[config.mk]
export PLATFORM = sky130hd
export DESIGN_NAME = reg_readback_tx_flat
export DESIGN_NICKNAME = d
export VERILOG_FILES = /design/src/rtl/reg_readback_tx_if.sv /design/src/rtl/reg_readback_tx.sv /design/src/flat_wrapper.sv
export SDC_FILE = /design/constraint.sdc
export NUM_CORES = 1
export LEC_CHECK = 0
export ABC_AREA = 1
export CAP_MARGIN = 40
export CORE_MARGIN = 4
export CORE_UTILIZATION = 59
export CTS_CLUSTER_SIZE = 16
export DETAILED_ROUTE_END_ITERATION = 8
export GPL_TIMING_DRIVEN = 1
export PLACE_DENSITY = 0.84
export SYNTH_ARGS = -nofsm -noshare
export SYNTH_HDL_FRONTEND = slang
export SYNTH_SLANG_ARGS = --single-unit
[constraint.sdc]
create_clock -name clk -period 2 [get_ports clk]
set_input_delay 0.3 -clock clk [delete_from_list [all_inputs] [get_ports clk]]
set_output_delay 0.3 -clock clk [all_outputs]
set_load 0.005 [all_outputs]
[src/rtl/reg_readback_tx_if.sv]
// Handshake and data bundle between a register readback requester and the
// serial readback transmitter.
interface reg_readback_tx_if;
    logic        start;
    logic [15:0] d;
    logic        tx;
    logic        busy;
    logic        done;

    modport master (output start, output d, input tx, input busy, input done);
    modport slave  (input start, input d, output tx, output busy, output done);
endinterface

[src/rtl/reg_readback_tx.sv]
// Serial readback transmitter: frames a captured 16-bit word as
// start, 16 data bits MSB first, even parity, stop.
module reg_readback_tx #(
    parameter int CLKS_PER_BIT = 4
) (
    input  logic               clk,
    input  logic               reset,
    reg_readback_tx_if.slave   bus
);

    localparam logic [15:0] CYC_LAST = 16'(CLKS_PER_BIT - 1);

    typedef enum logic [2:0] {
        IDLE   = 3'd0,
        START  = 3'd1,
        DATA   = 3'd2,
        PARITY = 3'd3,
        STOP   = 3'd4
    } state_t;

    state_t      state_r;
    logic [15:0] shift_r;
    logic        parity_r;
    logic [3:0]  bit_cnt_r;
    logic [15:0] cyc_cnt_r;
    logic        tx_r;
    logic        busy_r;
    logic        done_r;
    logic        wrap_s;

    function automatic logic even_parity(input logic [15:0] word);
        return ^word;
    endfunction

    assign wrap_s   = (cyc_cnt_r == CYC_LAST);
    assign bus.tx   = tx_r;
    assign bus.busy = busy_r;
    assign bus.done = done_r;

    // Frame sequencer; all outputs are registered here.
    always_ff @(posedge clk or posedge reset) begin
        if (reset) begin
            state_r   <= IDLE;
            shift_r   <= 16'd0;
            parity_r  <= 1'b0;
            bit_cnt_r <= 4'd0;
            cyc_cnt_r <= 16'd0;
            tx_r      <= 1'b1;
            busy_r    <= 1'b0;
            done_r    <= 1'b0;
        end else begin
            done_r <= 1'b0;
            case (state_r)
                IDLE: begin
                    if (bus.start) begin
                        state_r   <= START;
                        shift_r   <= bus.d;
                        parity_r  <= even_parity(bus.d);
                        bit_cnt_r <= 4'd0;
                        cyc_cnt_r <= 16'd0;
                        tx_r      <= 1'b0;
                        busy_r    <= 1'b1;
                    end else begin
                        tx_r   <= 1'b1;
                        busy_r <= 1'b0;
                    end
                end
                START: begin
                    if (wrap_s) begin
                        state_r   <= DATA;
                        cyc_cnt_r <= 16'd0;
                        bit_cnt_r <= 4'd0;
                        tx_r      <= shift_r[15];
                    end else begin
                        cyc_cnt_r <= cyc_cnt_r + 16'd1;
                    end
                end
                DATA: begin
                    if (wrap_s) begin
                        cyc_cnt_r <= 16'd0;
                        if (bit_cnt_r == 4'd15) begin
                            state_r <= PARITY;
                            tx_r    <= parity_r;
                        end else begin
                            bit_cnt_r <= bit_cnt_r + 4'd1;
                            shift_r   <= {shift_r[14:0], 1'b0};
                            tx_r      <= shift_r[14];
                        end
                    end else begin
                        cyc_cnt_r <= cyc_cnt_r + 16'd1;
                    end
                end
                PARITY: begin
                    if (wrap_s) begin
                        state_r   <= STOP;
                        cyc_cnt_r <= 16'd0;
                        tx_r      <= 1'b1;
                    end else begin
                        cyc_cnt_r <= cyc_cnt_r + 16'd1;
                    end
                end
                STOP: begin
                    // A start seen on the final edge chains straight into the next frame.
                    if (wrap_s) begin
                        done_r    <= 1'b1;
                        cyc_cnt_r <= 16'd0;
                        bit_cnt_r <= 4'd0;
                        if (bus.start) begin
                            state_r  <= START;
                            shift_r  <= bus.d;
                            parity_r <= even_parity(bus.d);
                            tx_r     <= 1'b0;
                            busy_r   <= 1'b1;
                        end else begin
                            state_r <= IDLE;
                            tx_r    <= 1'b1;
                            busy_r  <= 1'b0;
                        end
                    end else begin
                        cyc_cnt_r <= cyc_cnt_r + 16'd1;
                    end
                end
                default: begin
                    state_r   <= IDLE;
                    cyc_cnt_r <= 16'd0;
                    bit_cnt_r <= 4'd0;
                    tx_r      <= 1'b1;
                    busy_r    <= 1'b0;
                end
            endcase
        end
    end

endmodule

[src/flat_wrapper.sv]
// flat-port wrapper written by rule: the top's interface ports become plain ports
module reg_readback_tx_flat 
#(
    parameter int CLKS_PER_BIT = 4
)
  (clk, reset, bus_start, bus_d, bus_tx, bus_busy, bus_done);
  reg_readback_tx_if bus_i ();
  input  logic clk;
  input  logic reset;
  input wire logic [$bits(bus_i.start)-1:0] bus_start;
  input wire logic [$bits(bus_i.d)-1:0] bus_d;
  output wire logic [$bits(bus_i.tx)-1:0] bus_tx;
  output wire logic [$bits(bus_i.busy)-1:0] bus_busy;
  output wire logic [$bits(bus_i.done)-1:0] bus_done;
  assign bus_i.start = bus_start;
  assign bus_i.d = bus_d;
  assign bus_tx = bus_i.tx;
  assign bus_busy = bus_i.busy;
  assign bus_done = bus_i.done;
  reg_readback_tx #(.CLKS_PER_BIT(CLKS_PER_BIT)) u_core (.clk(clk), .reset(reset), .bus(bus_i));
endmodule
==> results of run 1 <==
-- registers in the layout, indices dropped and copies added, names as in the netlist --
name              cells
u_core.bus.tx         1
u_core.bit_cnt_r      4
u_core.bus.done       1
u_core.parity_r       1
u_core.state_r        3
u_core.shift_r       16
u_core.bus.busy       1
u_core.cyc_cnt_r     16
-- kinds of logic after synthesis --
kind of cell / synth area share
adders and majority gates: 0.00885
muxes: 0.0283
and+or+nand+nor: 0.316
buffers and inverters: 0.0907
DFF: 0.381
xor gates and xnor gates: 0.0620
AOI/OAI and AO/OA: 0.113
-- placed cells by master (no fill, tap or decap), types with 11 or more instances in the layout --
master           count
clkdlybuf4s50_1     21
inv_2               17
nand3_1             11
inv_1               31
o21ai_2             17
nand2_1            112
nor2_1              25
o21ai_1             11
nand2_2             19
xor2_1              13
dfrtp_1             42
-- worst min-delay path: stages --
cell             delay, ns
clkdlybuf4s50_1       0.39
inv_1                 0.05
buf_4                 0.45
-- metrics by stage --
| step | total power [mW] | setup WS [ns] | util | cells |
|---|---|---|---|---|
| after floorplan | 1.00 | 0.582 | - | 373 |
| after global placement | 1.06 | 0.255 | 0.683 | 440 |
| after detailed placement | 1.07 | 0.186 | 0.683 | 440 |
| after CTS | 1.75 | 0.357 | 0.708 | 448 |
| after global routing | 1.81 | 0.189 | 0.708 | 448 |
| final | 1.74 | 0.356 | 0.708 | 448 |
-- synth_stat cells (2+ instances only) --
cell type and count:
nand2_1 112, dfrtp_1 42, inv_1 31, nor2_1 25, nand2_2 19, inv_2 17
o21ai_2 17, xor2_1 13, nand3_1 11, o21ai_1 11, mux2i_1 8, nand4_1 8
o21ai_0 8, a21oi_1 7, xnor2_1 7, buf_2 5, o22ai_1 5, nor3_1 4
nor3_2 4, buf_6 3, ha_1 2, nor2_2 2
-- path summary, 6_finish.rpt --
kind / end / slack, ns / from / depth (start not counted)
max: u_core.shift_r[6] / 0.36 / u_core.cyc_cnt_r[1] / 9
min: u_core.cyc_cnt_r[11] / 0.42 / reset / 3
max reg2reg: u_core.shift_r[6] / 0.36 / u_core.cyc_cnt_r[1] / 9
min reg2reg: u_core.bus.busy / 0.48 / u_core.bus.busy / 2
max in group asynchronous: u_core.bus.tx / 1.18 / reset / 3
min in group clk: u_core.bus.busy / 0.48 / u_core.bus.busy / 2
-- final cells by class --
type                       count  share of cell area
clock buffer                   5              0.0216
clock inverter                 3              0.0137
inverter                      49              0.0585
multi-input combinational    271               0.468
sequential                    43               0.338
tap                           52              0.0204
timing repair buffer          25              0.0793
-- per-layer routing --
layer	global-route usage	wire length, microns
met1	0.285	2620
met2	0.321	2690
met3	0.0433	297
met4	0.0854	133
met5	0	0
-- where the power goes --
part           total (mW)  internal (mW)  switching (mW)
clock               0.690          0.372           0.317
combinational       0.179         0.0785           0.100
sequential          0.869          0.869               0
==> flow_summary.json, run 1 <==
{
  "critPathSlowestCell": "dfrtp_1",
  "seqCellArea_sq_um": 1080,
  "ant_nets": 0,
  "synthFlopType": "dfrtp_1",
  "rows": 24,
  "die_area_sq_um": 5960,
  "cpMostUsedCell": "nand2_1",
  "cellPowerDensity_nw_per_um2": 545,
  "synth_top_area_cell": "dfrtp_1",
  "post_drt_wl_per_cell_microns": 12.8,
  "fin_tns_setup_ns": 0,
  "path_buf_inv": 1,
  "synth.avg_cell_area_sq_um": 7.58,
  "boundaryPins": 22,
  "numPortBuffers": 21,
  "nNetsFinal": 416,
  "leakage_nw": 1.60,
  "setup_viol_count_final": 0,
  "num-fill-cells": 353,
  "grt_max_degree": 44,
  "synth_edf_count": 0,
  "irDropWorstVdd_uv": 470,
  "core_area_sq_um": 4500,
  "via_per_inst": 5.41,
  "place_congestion": 0.893,
  "yosys_warnings": 0,
  "multi_input_area_sq_um": 1490,
  "cts_hold_buffers": 0,
  "endpoint_kind": "flip-flop",
  "tightest_slew_ns": 0.550,
  "cts.repair.resized": 0,
  "cp_top_family": "simple AND/OR/NAND/NOR gates",
  "yosysSeqAreaShare": 0.381,
  "slowest_delay_ns": 0.41,
  "wl_mm": 5.74,
  "clockRootBuffer": "clkbuf_8",
  "hp-class": "in -> async",
  "initial_utilization": 0.628,
  "synthArstFlopShare": 1.00,
  "syn-num-nets": 394,
  "cts_setup_buffers": 0,
  "antenna_found_initial": 0,
  "drv_slew": 0,
  "grt_pass1_vias": 2209,
  "rsz0062_at_grt": "no",
  "dr.pass1.iters": 4,
  "synth_top_area_frac": 0.372,
  "gr-usage-all-layers": 0.208,
  "vias": 2425,
  "clk_latency_ns": 0.30,
  "drtIter0Drc": 124,
  "clockBufferDepth": 2,
  "grt_pass1_wl_mm": 10.1,
  "critical_path.startpoint_type": "flip-flop",
  "die_y_microns": 77.2,
  "crit_path_max_fanout": 32,
  "grt_overflow_total": 0,
  "synthesis.area_sq_um": 2830,
  "htreeDepth": 2,
  "die_width_microns": 77.2,
  "cts_sinks": 43,
  "n_antenna_cell": 0,
  "outcome": "finished, final reports clean",
  "clk_pin_slew_ns": 0.09,
  "drive_gt1_frac": 0.202,
  "dp_hpwl_mm": 4.25,
  "synth.area.top_cells": "dfrtp_1 (37%), nand2_1 (15%), o21ai_2 (5.3%)",
  "numCtsBuffers": 5,
  "skew_ns": 0.00751,
  "worstSetupPathType": "reg -> reg",
  "max_slew_margin": 0.633,
  "drc": 0,
  "hold_ws_ns": 0.420,
  "drv_cap": 0,
  "ys_seq_elements": 43,
  "cp.arrival_ns": 1.84,
  "synth_cells": 373,
  "final_cell_area_sq_um": 3190,
  "placed_area_sq_um": 3070,
  "timing.fmax_ghz": 0.608,
  "synthToLayoutAreaGrowth_pct": 12.7,
  "worst_ep_required_time_ns": 2.20,
  "hold_viol": 0,
  "cts_tree": "built",
  "fin_crit_sh": 0.822,
  "fin_crit_ns": 1.64,
  "path_cells": "ha_1 -> nand3_1 -> nor2_1 -> nand2_1 -> nand2_2 -> nand3b_4 -> buf_12 -> nand2_1 -> o21ai_2",
  "yosysUniqueCellTypes": 34
}
Power figures use the tool's default switching activity.
==> run 2: changes to the inputs <==
- CORE_UTILIZATION: 59 -> 53
- PLACE_DENSITY: 0.84 -> 0.79
- clock period: 2 -> 1.5 ns (I/O delays scaled with it)
==> run 2 against run 1 <==
Effect of this change: the flow now finishes with violations (setup timing); worst hold slack worse by 0.14 ns; sequential power is 33% higher; register-to-register slack worse by 0.38 ns; routed wire length is 17% higher; global-route usage is 1.2 points higher; via count is 6.7% higher; cell count is 14% higher; die area is 10% higher; critical endpoint is now u_core.shift_r[11]; largest cell class unchanged; largest power group unchanged.
==> flow_summary.json, run 2 (synthesis gave the netlist of run 1 again) <==
{
  "max_slew_margin": 0.800,
  "r2r_setup_slack_ns": -0.02,
  "grt_overflow_total": 0,
  "drive_gt1_frac": 0.362,
  "wl_mm": 6.70,
  "die_area_sq_um": 6570,
  "drtIter0Drc": 197,
  "leakage_nw": 1.88,
  "die_width_microns": 81.0,
  "clockBufferDepth": 2,
  "antenna_found_initial": 0,
  "drv_slew": 0,
  "via_per_inst": 5.05,
  "grt_pass1_vias": 2487,
  "layout_commonest_cell": "nand2_1",
  "nNetsFinal": 462,
  "endpoint_kind": "flip-flop",
  "stdcell_count": 512,
  "cp.arrival_ns": 1.71,
  "numCtsBuffers": 5,
  "skew_ns": 0.00599,
  "violations": "setup timing",
  "fin_crit_sh": 1.01,
  "cellPowerDensity_nw_per_um2": 574,
  "outcome": "finished, violations left",
  "dr.pass1.iters": 4,
  "gr-usage-all-layers": 0.220,
  "dp.cells": 497,
  "post_drt_wl_per_cell_microns": 13.1,
  "dp_hpwl_mm": 4.81,
  "timing.fmax_ghz": 0.657,
  "worstSetupPathType": "reg -> reg",
  "grt_max_degree": 44,
  "grt_pass1_wl_mm": 11.0,
  "setup_ws_ns": -0.0216,
  "reg_top3": "u_core.cyc_cnt_r: 16 flops, u_core.shift_r: 16 flops, u_core.bit_cnt_r: 4 flops",
  "clk_pin_slew_ns": 0.09,
  "vias": 2587,
  "fin_tns_setup_ns": -0.143,
  "numPortBuffers": 21,
  "initial_utilization": 0.550,
  "cts_tree": "built",
  "crit_path_max_fanout": 20,
  "drc": 0,
  "r2r_cells": 9,
  "final_cell_mix": "nand2_1 (99), buf_4 (44), dfrtp_1 (41)",
  "hp-class": "in -> async",
  "clockRootBuffer": "clkbuf_8",
  "n_antenna_cell": 0,
  "core_area_sq_um": 5140,
  "r2r_start": "u_core.cyc_cnt_r[1]",
  "ant_nets": 0,
  "place_congestion": 0.943,
  "worstReg2RegEnd": "u_core.shift_r[11]",
  "fin_crit_ns": 1.52,
  "setup_viol_count_final": 13,
  "synthToLayoutAreaGrowth_pct": 32.8,
  "worst_ep_required_time_ns": 1.69,
  "htreeDepth": 2,
  "rsz0062_at_grt": "yes",
  "irDropWorstVdd_uv": 381,
  "hold_viol": 0,
  "rows": 26,
  "die_y_microns": 81.0,
  "clk_latency_ns": 0.30,
  "cts_sinks": 43,
  "boundaryPins": 22,
  "tightest_slew_ns": 0.299,
  "critical_path.startpoint_type": "flip-flop",
  "drv_cap": 0
}
run 2: changes by cell type in the layout (fill, tap and decap cells not counted), sizes merged:
cell / previous run / this run
bufinv: 1 / 0
clkinv: 2 / 1
clkinvlp: 0 / 2
buf: 4 / 50
dlygate4sd2: 0 / 1
clkdlybuf4s50: 21 / 20
run 2: layout make-up:
| type | instances | area [sq um] |
|---|---|---|
| multi-input cells | 271 | 1680 |
| fillers | 420 | 1390 |
| flip-flops and latches | 43 | 1080 |
| repair buffers | 71 | 624 |
| inverters | 49 | 194 |
| well taps | 70 | 87.6 |
| clock buffers | 5 | 68.8 |
| clock inverters | 3 | 20.0 |
run 2: worst max path at each step:
stage | startpoint | endpoint | slack (ns) | depth (start not counted)
final | u_core.cyc_cnt_r[1] | u_core.shift_r[11] | -0.02 | 9
after CTS | u_core.cyc_cnt_r[1] | u_core.shift_r[14] | -0.02 | 9
after global routing | u_core.cyc_cnt_r[1] | u_core.cyc_cnt_r[14] | -0.12 | 11
after floorplan | u_core.bit_cnt_r[0] | u_core.shift_r[1] | 0.08 | 9
after detailed placement | bus_start | u_core.cyc_cnt_r[13] | -0.1 | 9
after global placement | bus_start | u_core.cyc_cnt_r[13] | -0.04 | 9
run 2: per-stage QoR:
stage | area (sq um) | setup WS, ns | hold slack (ns) | util | total power, mW
after CTS | 3550 | -0.0166 | 0.287 | 0.690 | 2.18
after detailed placement | 3400 | -0.0950 | 0.458 | 0.662 | 1.44
final | 3750 | -0.0216 | 0.281 | 0.730 | 2.16
after global placement | 3400 | -0.0438 | 0.453 | 0.662 | 1.43
after global routing | 3750 | -0.116 | 0.281 | 0.730 | 2.27
after floorplan | 2830 | 0.0820 | 0.383 | - | 1.34
run 2: metal layers:
metal | GRT usage | vias up | routed length, microns
met5 | 0 | - | 0
met4 | 0.0878 | 0 | 162
met3 | 0.0421 | 15 | 221
met2 | 0.399 | 52 | 3490
met1 | 0.254 | 1204 | 2820
li1 | - | 1316 | -
run 2: critical path, stage by stage, from the launching register on:
cell and delay [ns]:
dfrtp_1 0.38, ha_2 0.20, nand3_1 0.09, nor2_1 0.12
nand2_2 0.12, nand2_2 0.10, nand3b_4 0.11, buf_12 0.18
nand2_2 0.07, o21ai_2 0.05
run 2: power breakdown:
group / switching, mW / internal (mW) / total (mW)
logic: 0.139 / 0.113 / 0.252
clock network: 0.421 / 0.324 / 0.745
registers: 0 / 1.16 / 1.16
run 2: what timing repair did:
action | CTS | global route
resized for setup | 14 | 45
setup endpoints to repair | 26 | 37
pin swaps | 4 | 13
buffers inserted | 1 | 6
hold buffers | 0 | 0
